**config.mk**
```make
export PLATFORM = sky130hd
export DESIGN_NAME = rf_wb_arbiter
export DESIGN_NICKNAME = d
export VERILOG_FILES = /design/src/rtl/rf_wb_arbiter_pkg.sv /design/src/rtl/rf_wb_arbiter_rr_arbiter.sv /design/src/rtl/rf_wb_arbiter.sv
export SDC_FILE = /design/constraint.sdc
export NUM_CORES = 1
export LEC_CHECK = 0
export CAP_MARGIN = 20
export CORE_MARGIN = 10
export CORE_UTILIZATION = 37
export CTS_BUF_LIST = sky130_fd_sc_hd__clkbuf_4 sky130_fd_sc_hd__clkbuf_8
export DETAILED_ROUTE_END_ITERATION = 10
export PLACE_DENSITY = 0.83
export SLEW_MARGIN = 20
export SYNTH_ARGS = -nofsm -noshare
export SYNTH_HDL_FRONTEND = slang
export SYNTH_SLANG_ARGS = --single-unit
```
**constraint.sdc**
```tcl
create_clock -name clk -period 1.77 [get_ports clk]
set_input_delay 0.4425 -clock clk [delete_from_list [all_inputs] [get_ports clk]]
set_output_delay 0.4425 -clock clk [all_outputs]
set_load 0.005 [all_outputs]
```
**src/rtl/rf_wb_arbiter_pkg.sv**
```systemverilog
// rf_wb_arbiter_pkg: shared register-file writeback definitions and requester indices.
package rf_wb_arbiter_pkg;
    localparam int RF_DATA_WIDTH  = 32;
    localparam int RF_REG_NUM_BIT = 5;
    localparam int X0_IDX         = 0;
    localparam int WB_EXU         = 0;
    localparam int WB_LSU         = 1;
endpackage

```
**src/rtl/rf_wb_arbiter_rr_arbiter.sv**
```systemverilog
// rr_arbiter: combinational round-robin pick starting at ptr, one-hot grant plus encoded index.
module rr_arbiter #(
    parameter int NREQ = 2,
    localparam int IW = $clog2(NREQ)
) (
    input  logic [NREQ-1:0] valid,
    input  logic [IW-1:0]   ptr,
    output logic [NREQ-1:0] grant,
    output logic [IW-1:0]   idx,
    output logic            any
);
    localparam logic [IW:0] N = (IW+1)'(NREQ);
    logic [IW:0] j;
    always_comb begin
        grant = '0;
        idx   = '0;
        any   = 1'b0;
        j     = '0;
        for (int k = 0; k < NREQ; k++) begin
            j = {1'b0, ptr} + (IW+1)'(k);
            j = (j >= N) ? j - N : j;
            if (!any && valid[j[IW-1:0]]) begin
                any               = 1'b1;
                grant[j[IW-1:0]]  = 1'b1;
                idx               = j[IW-1:0];
            end
        end
    end
endmodule

```
**src/rtl/rf_wb_arbiter.sv**
```systemverilog
// rf_wb_arbiter: round-robin share of the register-file write port through one registered stage,
// which also serves as a forwarding source; x0 writes are consumed without reaching the file.
module rf_wb_arbiter
    import rf_wb_arbiter_pkg::*;
#(
    parameter int DATA_WIDTH  = RF_DATA_WIDTH,
    parameter int REG_NUM_BIT = RF_REG_NUM_BIT,
    parameter int NREQ        = 2,
    localparam int IW = $clog2(NREQ)
) (
    input  logic                        clk,
    input  logic                        rst,
    input  logic [NREQ-1:0]             req_valid,
    output logic [NREQ-1:0]             req_ready,
    input  logic [NREQ*REG_NUM_BIT-1:0] req_waddr,
    input  logic [NREQ*DATA_WIDTH-1:0]  req_wdata,
    input  logic                        flush,
    output logic                        rf_wen,
    output logic [REG_NUM_BIT-1:0]      rf_waddr,
    output logic [DATA_WIDTH-1:0]       rf_wdata,
    output logic [IW-1:0]               grant_id,
    output logic                        busy
);
    logic [NREQ-1:0]        grant;
    logic [IW-1:0]          gidx;
    logic                   any;
    logic                   accept;
    logic [REG_NUM_BIT-1:0] sel_waddr;
    logic [DATA_WIDTH-1:0]  sel_wdata;
    logic                   valid_d, valid_q;
    logic [REG_NUM_BIT-1:0] waddr_d, waddr_q;
    logic [DATA_WIDTH-1:0]  wdata_d, wdata_q;
    logic [IW-1:0]          id_d, id_q;
    logic [IW-1:0]          ptr_d, ptr_q;

    rr_arbiter #(.NREQ(NREQ)) u_rr (
        .valid (req_valid),
        .ptr   (ptr_q),
        .grant (grant),
        .idx   (gidx),
        .any   (any)
    );

    assign accept    = any && !flush;
    assign req_ready = (rst || flush) ? '0 : grant;
    assign rf_wen    = valid_q && !rst;
    assign rf_waddr  = waddr_q;
    assign rf_wdata  = wdata_q;
    assign grant_id  = id_q;
    assign busy      = (|req_valid) || valid_q;

    always_comb begin
        sel_waddr = '0;
        sel_wdata = '0;
        for (int i = 0; i < NREQ; i++) begin
            if (grant[i]) begin
                sel_waddr = req_waddr[i*REG_NUM_BIT +: REG_NUM_BIT];
                sel_wdata = req_wdata[i*DATA_WIDTH +: DATA_WIDTH];
            end
        end
    end

    always_comb begin
        valid_d = 1'b0;
        waddr_d = waddr_q;
        wdata_d = wdata_q;
        id_d    = id_q;
        ptr_d   = ptr_q;
        if (accept) begin
            valid_d = sel_waddr != REG_NUM_BIT'(X0_IDX);
            waddr_d = sel_waddr;
            wdata_d = sel_wdata;
            id_d    = gidx;
            ptr_d   = (gidx == IW'(NREQ-1)) ? '0 : gidx + 1'b1;
        end
    end

    always_ff @(posedge clk or posedge rst) begin
        if (rst) begin
            valid_q <= 1'b0;
            waddr_q <= '0;
            wdata_q <= '0;
            id_q    <= '0;
            ptr_q   <= '0;
        end else begin
            valid_q <= valid_d;
            waddr_q <= waddr_d;
            wdata_q <= wdata_d;
            id_q    <= id_d;
            ptr_q   <= ptr_d;
        end
    end
endmodule

```
==> results of run 1 <==
cell type report:
class / instances / area [um^2]
flip-flops and latches: 40 / 1000
fillers: 396 / 1540
multi-input cells: 125 / 790
well taps: 67 / 83.8
inverters: 1 / 3.75
clock buffers: 8 / 97.6
repair buffers: 132 / 1330
worst paths after layout:
check                                                end  depth (start not counted)                     start  slack (ns)
worst min-delay path                   ptr_q$_DFFE_PP0P_                          4                       rst        0.38
worst min register to register  rf_wdata[29]$_DFFE_PP0P_                          2  rf_wdata[29]$_DFFE_PP0P_        0.48
min in group clk                rf_wdata[29]$_DFFE_PP0P_                          2  rf_wdata[29]$_DFFE_PP0P_        0.48
worst max-delay path                                busy                          3              req_valid[0]        0.03
max in group asynchronous       rf_wdata[20]$_DFFE_PP0P_                          4                       rst        1.20
worst max register to register   rf_wdata[5]$_DFFE_PP0P_                          4         ptr_q$_DFFE_PP0P_        0.19
state kept, by name, summed over array words and instances (netlist names):
| signal | count |
|---|---|
| rf_wdata | 32 |
| rf_waddr | 5 |
| grant_id | 1 |
| ptr_q | 1 |
| valid_q | 1 |
power by group through the flow:
stage	logic [uW]	clock network [uW]	registers (uW)
2_1_floorplan	251	0	1130
3_3_place_gp	770	0	1120
3_5_place_dp	786	0	1120
4_1_cts	785	662	1110
5_1_grt	843	701	1120
6_report	771	650	1100
layout by cell type, fill, tap and decap left out:
cell type          n
clkbuf_8           6
o21ai_0           32
nor2b_1            1
or3_1              1
clkdlybuf4s50_1  112
and3_1             3
nand2b_1           1
a21o_1             1
clkinv_1           1
and3b_4            1
o21bai_4           1
clkdlybuf4s15_2    1
nor3_1             1
dlygate4sd2_1      1
clkbuf_4           2
o21ai_1            2
dfrtp_1           40
a41oi_1            1
or2_2              2
a21boi_4           1
buf_2              1
a221o_1            3
buf_12             3
dlymetal6s2s_1     2
a32oi_1           35
nand2_1           35
clkdlybuf4s15_1    3
o21ba_2            1
buf_4              9
nor3b_2            1
nor2_1             2
cells by family after synthesis:
kind of cell	count (synthesis)
simple gates	48
buf+inv	21
compound gates	77
flops	40
worst max-delay path, stage by stage:
cell             delay [ns]
clkdlybuf4s15_1        0.22
or3_1                  0.36
dlygate4sd2_1          0.27
per-layer routing:
layer	global-route usage	wire length [um]
met3	0.0749	723
met1	0.176	2720
met4	0.0418	89
met5	0	0
met2	0.250	3170
stage by stage:
| stage | TNS, ns | hold WS [ns] | total power, uW | instances | area, um^2 |
|---|---|---|---|---|---|
| after global routing | -0.0365 | 0.406 | 2670 | 373 | 3300 |
| after floorplan | 0 | 0.473 | 1380 | 186 | 1890 |
| after global placement | -5.62 | 0.460 | 1890 | 365 | 3200 |
| final | 0 | 0.378 | 2520 | 373 | 3300 |
| after CTS | -0.0107 | 0.488 | 2550 | 373 | 3290 |
| after detailed placement | -7.50 | 0.470 | 1910 | 365 | 3200 |
==> results.py, run 1 <==
metrics = {
    "cts": {
        "clock_sinks": 40,
        "cts_tree": "built",
        "path_clk_slew_ns": 0.08,
        "cts_buffers": 5,
        "clock_path_buffers": 2,
        "cts_hold_buf": 0,
        "cts_setup_buffers": 0,
        "ctsHtreeMaxLevel": 2,
        "post_cts_resized": 10,
        "clk_latency_ns": 0.29,
        "clock_tree.root_cell": "clkbuf_8",
    },
    "timing": {
        "finalCritPeriodShare": 0.984,
        "period_minus_slack_ns": 1.74,
        "worstMarginPinSlew_ns": 0.419,
        "fmax_ghz": 0.574,
        "finalHoldViolations": 0,
        "slew_headroom": 0.721,
        "skew_ns": 0.00713,
        "finalSetupViolations": 0,
        "layout_setup_ws_ns": 0.0287,
        "drv_slew": 0,
        "rsz0062_at_grt": "yes",
    },
    "power_and_ir_drop": {
        "power.internal_uw": 1870,
        "comb_power_share": 0.305,
        "peakVddDrop_uv": 344,
        "switching_share": 0.260,
        "power_leakage_uw": 0.00134,
        "powerDensity_nw_per_um2": 764,
        "p_sw_uw": 656,
        "pwr-share-clk": 0.257,
        "p_seq_frac": 0.437,
    },
    "floorplan": {
        "ios": 121,
        "initial_core_util": 0.391,
        "die_area_um2": 8380,
        "die_w_um": 91.6,
        "coreArea_um2": 4850,
        "std_cell_rows": 25,
        "die_height_um": 91.6,
    },
    "worst_setup_path": {
        "crit_arrival_ns": 1.30,
        "cp_max_fo": 4,
        "start_kind": "primary input",
        "cp.required_ns": 1.33,
        "critPathCaptureType": "output pin",
        "path_class": "primary input to output pin",
    },
    "yosys": {
        "synth_edf_count": 0,
        "synth_flop_cell": "dfrtp_1",
        "synth_compound_area_frac": 0.291,
        "synth_area_leaders": "dfrtp_1 53%, a32oi_1 16%, o21ai_0 8.5%",
        "synth_top_area_cell": "dfrtp_1",
        "ys_seq_area_frac": 0.528,
        "syn_area_um2": 1890,
        "synthTopCellsByCount": "40 x dfrtp_1, 35 x a32oi_1, 35 x nand2_1",
        "synth-simple-area-share": 0.113,
        "synthXorXnorAreaFrac": 0,
        "postSynthAreaPerCell_um2": 10.2,
        "synth.distinct_cells": 25,
        "syn-num-nets": 265,
        "yosys.area.top_type_share": 0.528,
        "ys_async_sr_fraction": 1.00,
        "synth_cells": 186,
        "synth.area.mux_share": 0,
        "synth.most_common_cell": "dfrtp_1",
        "yosysWarnings": 0,
        "synth_top_family_by_area": "compound AO/OA/AOI/OAI gates",
        "synthAdderAreaFrac": 0,
        "synth-seq-cells": 40,
    },
    "route": {
        "avgRoutedWirePerCell_um": 18.0,
        "first_pass_iters": 4,
        "drt_iter0_markers": 48,
        "routed_via_density": 5.30,
        "num_vias": 1976,
        "routed_wl_um": 6700,
        "drc": 0,
        "drtAntennaViolNets": 0,
    },
    "global_routing": {
        "grt_max_degree": 41,
        "antenna_found_initial": 0,
        "grt_usage": 0.154,
        "first_global_vias": 2030,
        "grt-ovfl-total": 0,
        "grt_pass1_wl_um": 10600,
    },
    "place": {
        "dpl_worst_slack_ns": -0.564,
        "dp_hpwl_um": 5130,
        "gp_congestion": 0.813,
        "portBuffers": 120,
    },
    "finish": {
        "diodes": 0,
        "syn2layout_area_growth_pct": 74.4,
        "finalNetCount": 384,
        "drive_gt1_frac": 0.0948,
        "final_core_util": 0.682,
    },
    "run": {
        "max_cap_violations": 0,
    },
    "outcome": {
        "status": "finished, final reports clean",
    },
    "worst_hold_path": {
        "hold_class": "primary input to async pin",
    },
}
Note: power is estimated with default switching activity, not from simulation.
==> run 2, diff against run 1 <==
- CORE_UTILIZATION: 37 -> 39
- PLACE_DENSITY: 0.83 -> 0.87
- SETUP_SLACK_MARGIN: unset -> 0.5
- clock period: 1.77 -> 2.1 ns (I/O delays scaled with it)
==> run 2 against run 1 <==
Cell area decreased by 0.19%. First-iteration DRC count increased by 42%. Utilization increased by 1.7 points. Clock-buffer cell count decreased by 3. Sequential power decreased by 16%. Setup slack improved by 0.38 ns. Global-route usage increased by 0.94 points. Critical endpoint is now req_ready[1].
==> results.py, run 2 (synthesis results as in run 1) <==
metrics = {
    "cts": {
        "clock_sinks": 40,
        "cts_tree": "built",
        "clock_tree.root_cell": "clkbuf_8",
        "cts_hold_buf": 0,
        "path_clk_slew_ns": 0.08,
        "clk_latency_ns": 0.29,
        "ctsHtreeMaxLevel": 2,
        "cts_buffers": 5,
        "clock_path_buffers": 2,
    },
    "finish": {
        "finalNetCount": 386,
        "final_core_util": 0.698,
        "final_cell_area_um2": 3300,
        "final_cell_mix": "74 x clkdlybuf4s50_1, 40 x dfrtp_1, 39 x dlygate4sd2_1, 35 x a32oi_1, 35 x nand2_1",
        "diodes": 0,
        "register_area_um2": 1000,
        "nFillCells": 374,
        "syn2layout_area_growth_pct": 74.1,
        "largest_reg_flops": 32,
        "drive_gt1_frac": 0.123,
        "multiInputGateArea_um2": 802,
        "layout_commonest_cell": "clkdlybuf4s50_1",
        "fin_cells": 375,
    },
    "worst_setup_path": {
        "cp_max_fo": 3,
        "cp.required_ns": 1.57,
        "reg2reg_from": "ptr_q$_DFFE_PP0P_",
        "critPathCaptureType": "output pin",
        "r2r_setup_slack_ns": 0.54,
        "crit_arrival_ns": 1.17,
        "rr_endpoint": "rf_wdata[7]$_DFFE_PP0P_",
        "path_class": "register to output pin",
        "reg2reg_depth": 5,
        "start_kind": "register",
    },
    "place": {
        "gp_congestion": 0.700,
        "postPlaceCellArea_um2": 3190,
        "dp_hpwl_um": 5200,
        "dpl.cell_count": 364,
        "portBuffers": 120,
    },
    "timing": {
        "whs_ns": 0.304,
        "period_minus_slack_ns": 1.70,
        "slew_headroom": 0.523,
        "tns_ns": 0,
        "finalSetupViolations": 0,
        "fmax_ghz": 0.590,
        "drv_slew": 0,
        "finalCritPeriodShare": 0.808,
        "worstMarginPinSlew_ns": 0.711,
        "rsz0062_at_grt": "yes",
        "finalHoldViolations": 0,
        "skew_ns": 0.00366,
    },
    "route": {
        "first_pass_iters": 4,
        "drt_iter0_markers": 68,
        "drc": 0,
        "num_vias": 1942,
        "routed_via_density": 5.18,
        "routed_wl_um": 6980,
        "avgRoutedWirePerCell_um": 18.6,
        "drtAntennaViolNets": 0,
    },
    "floorplan": {
        "die_area_um2": 8050,
        "initial_core_util": 0.401,
        "ios": 121,
        "std_cell_rows": 25,
        "die_height_um": 89.7,
        "die_w_um": 89.7,
        "coreArea_um2": 4720,
    },
    "run": {
        "max_cap_violations": 0,
    },
    "worst_hold_path": {
        "hold_class": "primary input to async pin",
    },
    "outcome": {
        "status": "finished, final reports clean",
    },
    "global_routing": {
        "grt-ovfl-total": 0,
        "grt_max_degree": 40,
        "antenna_found_initial": 0,
        "grt_pass1_wl_um": 10200,
        "first_global_vias": 2037,
        "grt_usage": 0.163,
    },
    "power_and_ir_drop": {
        "powerDensity_nw_per_um2": 653,
        "power_leakage_uw": 0.00147,
        "peakVddDrop_uv": 320,
    },
}
[run 2: cell types whose count changed in the layout (fill, tap and decap cells not counted), sizes merged, moves of 2 or more]
| cell | delta |
|---|---|
| clkbuf | -2 |
| buf | +6 |
| clkdlybuf4s50 | -38 |
| dlymetal6s2s | -2 |
| dlygate4sd2 | +38 |
| clkdlybuf4s15 | -3 |
[run 2: power by group]
| group | total, uW | leakage, uW | switching [uW] | internal, uW |
|---|---|---|---|---|
| Clock | 623 | 0.0000541 | 272 | 352 |
| Combinational | 603 | 0.000905 | 255 | 348 |
| Sequential | 928 | 0.000507 | 53.1 | 875 |
| Total | 2150 | 0.00147 | 580 | 1570 |
[run 2: what timing repair did]
item	in CTS	in global routing
resized for setup	72	2
pin swaps	1	1
endpoints found under the setup margin	82	6
gates cloned	0	1
setup buffers	2	0
endpoints found under the hold margin	0	0
[run 2: worst max-delay path by stage]
stage / from / to / slack [ns] / depth (start not counted)
2_1_floorplan: req_valid[0] / req_ready[0] / 0.46 / 4
3_3_place_gp: req_valid[1] / req_ready[0] / -0.37 / 4
3_5_place_dp: req_valid[1] / req_ready[0] / -0.39 / 4
4_1_cts: ptr_q$_DFFE_PP0P_ / req_ready[1] / 0.39 / 4
5_1_grt: ptr_q$_DFFE_PP0P_ / req_ready[1] / 0.34 / 4
6_report: ptr_q$_DFFE_PP0P_ / req_ready[1] / 0.40 / 4
[run 2: worst max-delay path, stage by stage (launching register included)]
cell      delay, ns
dfrtp_1        0.43
nand2b_4       0.16
nand2_1        0.06
nor3_2         0.09
buf_2          0.14
[run 2: final cells by class]
class | count | share of cell area
clock buffers | 5 | 0.0209
clock inverters | 3 | 0.0129
inverters | 1 | 0.00114
multi-input cells | 125 | 0.243
flip-flops and latches | 40 | 0.303
well taps | 67 | 0.0254
repair buffers | 134 | 0.393
[run 2: per-layer routing]
metal	GRT usage	vias up	routed length, um
met1	0.180	915	2720
met2	0.293	73	3520
met4	0.0405	0	61
li1	-	947	-
met5	0	-	0
met3	0.0569	7	681
[run 2: stage by stage]
| stage | total power, uW | setup WS (ns) |
|---|---|---|
| floorplan | 1170 | 0.458 |
| global placement | 1580 | -0.367 |
| detailed placement | 1610 | -0.388 |
| CTS | 2170 | 0.389 |
| global route | 2280 | 0.336 |
| finish | 2150 | 0.404 |
==> run 3, diff against run 2 <==
- CORE_UTILIZATION: 39 -> 34
- PLACE_DENSITY: 0.87 -> 0.81
- clock period: 2.1 -> 1.5 ns (I/O delays scaled with it)
==> run 3 against run 2 <==
The flow now finishes with violations (negative setup slack). Global-route usage shrank 1.5 points. Flip-flop and latch count is the same. Total power grew 45%. Critical path depth shrank 1. First-iteration DRC count shrank 43%. Critical path type unchanged.
==> results.py, run 3 (synthesis results as in run 1) <==
metrics = {
    "cts": {
        "cts_tree": "built",
        "ctsHtreeMaxLevel": 2,
        "clock_tree.root_cell": "clkbuf_8",
        "cts_hold_buf": 0,
        "clock_sinks": 40,
        "cts_buffers": 5,
        "clk_latency_ns": 0.29,
        "path_clk_slew_ns": 0.08,
        "clock_path_buffers": 2,
    },
    "place": {
        "gp_congestion": 0.810,
        "dp_hpwl_um": 5210,
        "dpl_worst_slack_ns": -0.656,
        "portBuffers": 120,
        "postPlaceCellArea_um2": 3270,
    },
    "power_and_ir_drop": {
        "peakVddDrop_uv": 567,
        "comb_power_share": 0.290,
        "p_sw_uw": 825,
        "power_leakage_uw": 0.00149,
        "pwr-share-clk": 0.294,
        "switching_share": 0.265,
        "p_seq_frac": 0.416,
        "power.internal_uw": 2290,
        "powerDensity_nw_per_um2": 927,
    },
    "global_routing": {
        "grt_usage": 0.148,
        "grt_pass1_wl_um": 10500,
        "grt_max_degree": 39,
        "grt-ovfl-total": 0,
        "first_global_vias": 2074,
        "antenna_found_initial": 0,
    },
    "timing": {
        "finalHoldViolations": 0,
        "fmax_ghz": 0.640,
        "skew_ns": 0.00616,
        "layout_setup_ws_ns": -0.0617,
        "whs_ns": 0.452,
        "drv_slew": 0,
        "rsz0062_at_grt": "yes",
        "period_minus_slack_ns": 1.56,
        "worstMarginPinSlew_ns": 0.443,
        "finalCritPeriodShare": 1.04,
        "finalSetupViolations": 2,
        "slew_headroom": 0.705,
    },
    "finish": {
        "nFillCells": 491,
        "diodes": 0,
        "final_cell_area_um2": 3360,
        "largest_reg_flops": 32,
        "final_cell_mix": "74 x clkdlybuf4s50_1, 43 x buf_2, 40 x dfrtp_1, 35 x nand2_1, 31 x o21ai_0",
        "syn2layout_area_growth_pct": 77.4,
        "finalNetCount": 403,
        "drive_gt1_frac": 0.298,
        "layout_commonest_cell": "clkdlybuf4s50_1",
    },
    "worst_setup_path": {
        "path_class": "register to output pin",
        "cp.required_ns": 1.12,
        "reg2reg_depth": 5,
        "cp_slowest_cell": "dfrtp_1",
        "crit_arrival_ns": 1.19,
        "critPathTopFamily": "flip-flops",
        "rr_endpoint": "valid_q$_DFF_PP0_",
        "reg2reg_from": "ptr_q$_DFFE_PP0P_",
        "critPathBufInv": 1,
        "start_kind": "register",
        "critPathCaptureType": "output pin",
        "r2r_setup_slack_ns": 0.05,
        "cp_cell_sequence": "a21boi_4 > nor3b_2 > buf_2",
        "cp_max_fo": 3,
        "critPathMaxStageDelay_ns": 0.43,
    },
    "route": {
        "drt_iter0_markers": 39,
        "num_vias": 2024,
        "routed_wl_um": 6890,
        "avgRoutedWirePerCell_um": 17.3,
        "drtAntennaViolNets": 0,
        "first_pass_iters": 4,
        "routed_via_density": 5.10,
        "drc": 0,
    },
    "floorplan": {
        "die_height_um": 94.6,
        "ios": 121,
        "std_cell_rows": 27,
        "die_w_um": 94.6,
        "coreArea_um2": 5470,
        "initial_core_util": 0.346,
        "die_area_um2": 8960,
    },
    "run": {
        "max_cap_violations": 0,
    },
    "outcome": {
        "status": "finished with violations",
        "violations": "negative setup slack",
    },
    "worst_hold_path": {
        "hold_class": "primary input to async pin",
    },
}
[run 3: cell count changes in the layout (fill, tap and decap cells not counted), sizes merged]
cell	delta
clkinv	-1
buf	+55
dlygate4sd2	-37
[run 3: power by group through the flow]
stage / Sequential [uW] / Clock [uW] / Combinational [uW]
floorplan: 1340 / 0 / 312
global placement: 1320 / 0 / 938
detailed placement: 1330 / 0 / 954
CTS: 1300 / 946 / 883
global route: 1310 / 990 / 996
finish: 1300 / 915 / 902
[run 3: through the flow]
step           total power (uW)   util  std cells  setup TNS (ns)
3_5_place_dp               2280  0.598        374          -16.38
3_3_place_gp               2260  0.598        374          -14.96
2_1_floorplan              1650      -        186               0
5_1_grt                    3300  0.614        397          -0.362
4_1_cts                    3130  0.604        390          -0.147
6_report                   3110  0.614        397          -0.122
[run 3: metal layers]
| metal | part of all wire | global-route usage | vias to the layer above |
|---|---|---|---|
| met5 | 0 | 0 | - |
| met4 | 0.0045 | 0.0299 | 0 |
| met1 | 0.40 | 0.155 | 964 |
| met3 | 0.11 | 0.0745 | 5 |
| li1 | - | - | 979 |
| met2 | 0.49 | 0.263 | 76 |
[run 3: worst max path at each step]
stage                 startpoint           end  slack, ns  cells past startpoint
2_1_floorplan       req_valid[0]  req_ready[0]       0.16                      4
5_1_grt        ptr_q$_DFFE_PP0P_  req_ready[0]      -0.14                      3
4_1_cts        ptr_q$_DFFE_PP0P_  req_ready[1]      -0.08                      4
6_report       ptr_q$_DFFE_PP0P_  req_ready[0]      -0.06                      3
3_3_place_gp        req_valid[0]  req_ready[0]      -0.60                      4
3_5_place_dp        req_valid[0]  req_ready[0]      -0.66                      4
[run 3: layout make-up]
| type | instances | area (um^2) | share of cell area |
|---|---|---|---|
| timing repair buffer | 151 | 1290 | 0.384 |
| clock buffer | 6 | 82.6 | 0.0246 |
| clock inverter | 2 | 38.8 | 0.0115 |
| multi-input combinational | 125 | 851 | 0.253 |
| tap | 72 | 90.1 | 0.0268 |
| sequential | 40 | 1000 | 0.298 |
| inverter | 1 | 7.51 | 0.00223 |
[run 3: what timing repair did]
item,CTS,global route
resized for setup,182,1
pin swaps,5,0
setup buffers,8,7
gates cloned,0,0
endpoints found under the setup margin,82,82
[run 3: worst register-to-register path, delay by kind of cell (launching register included)]
kind	cells	cell delay (ns)
flip-flops	1	0.43
AO/OA/AOI/OAI	2	0.40
buffers and inverters	2	0.31
AND/OR/NAND/NOR	1	0.18
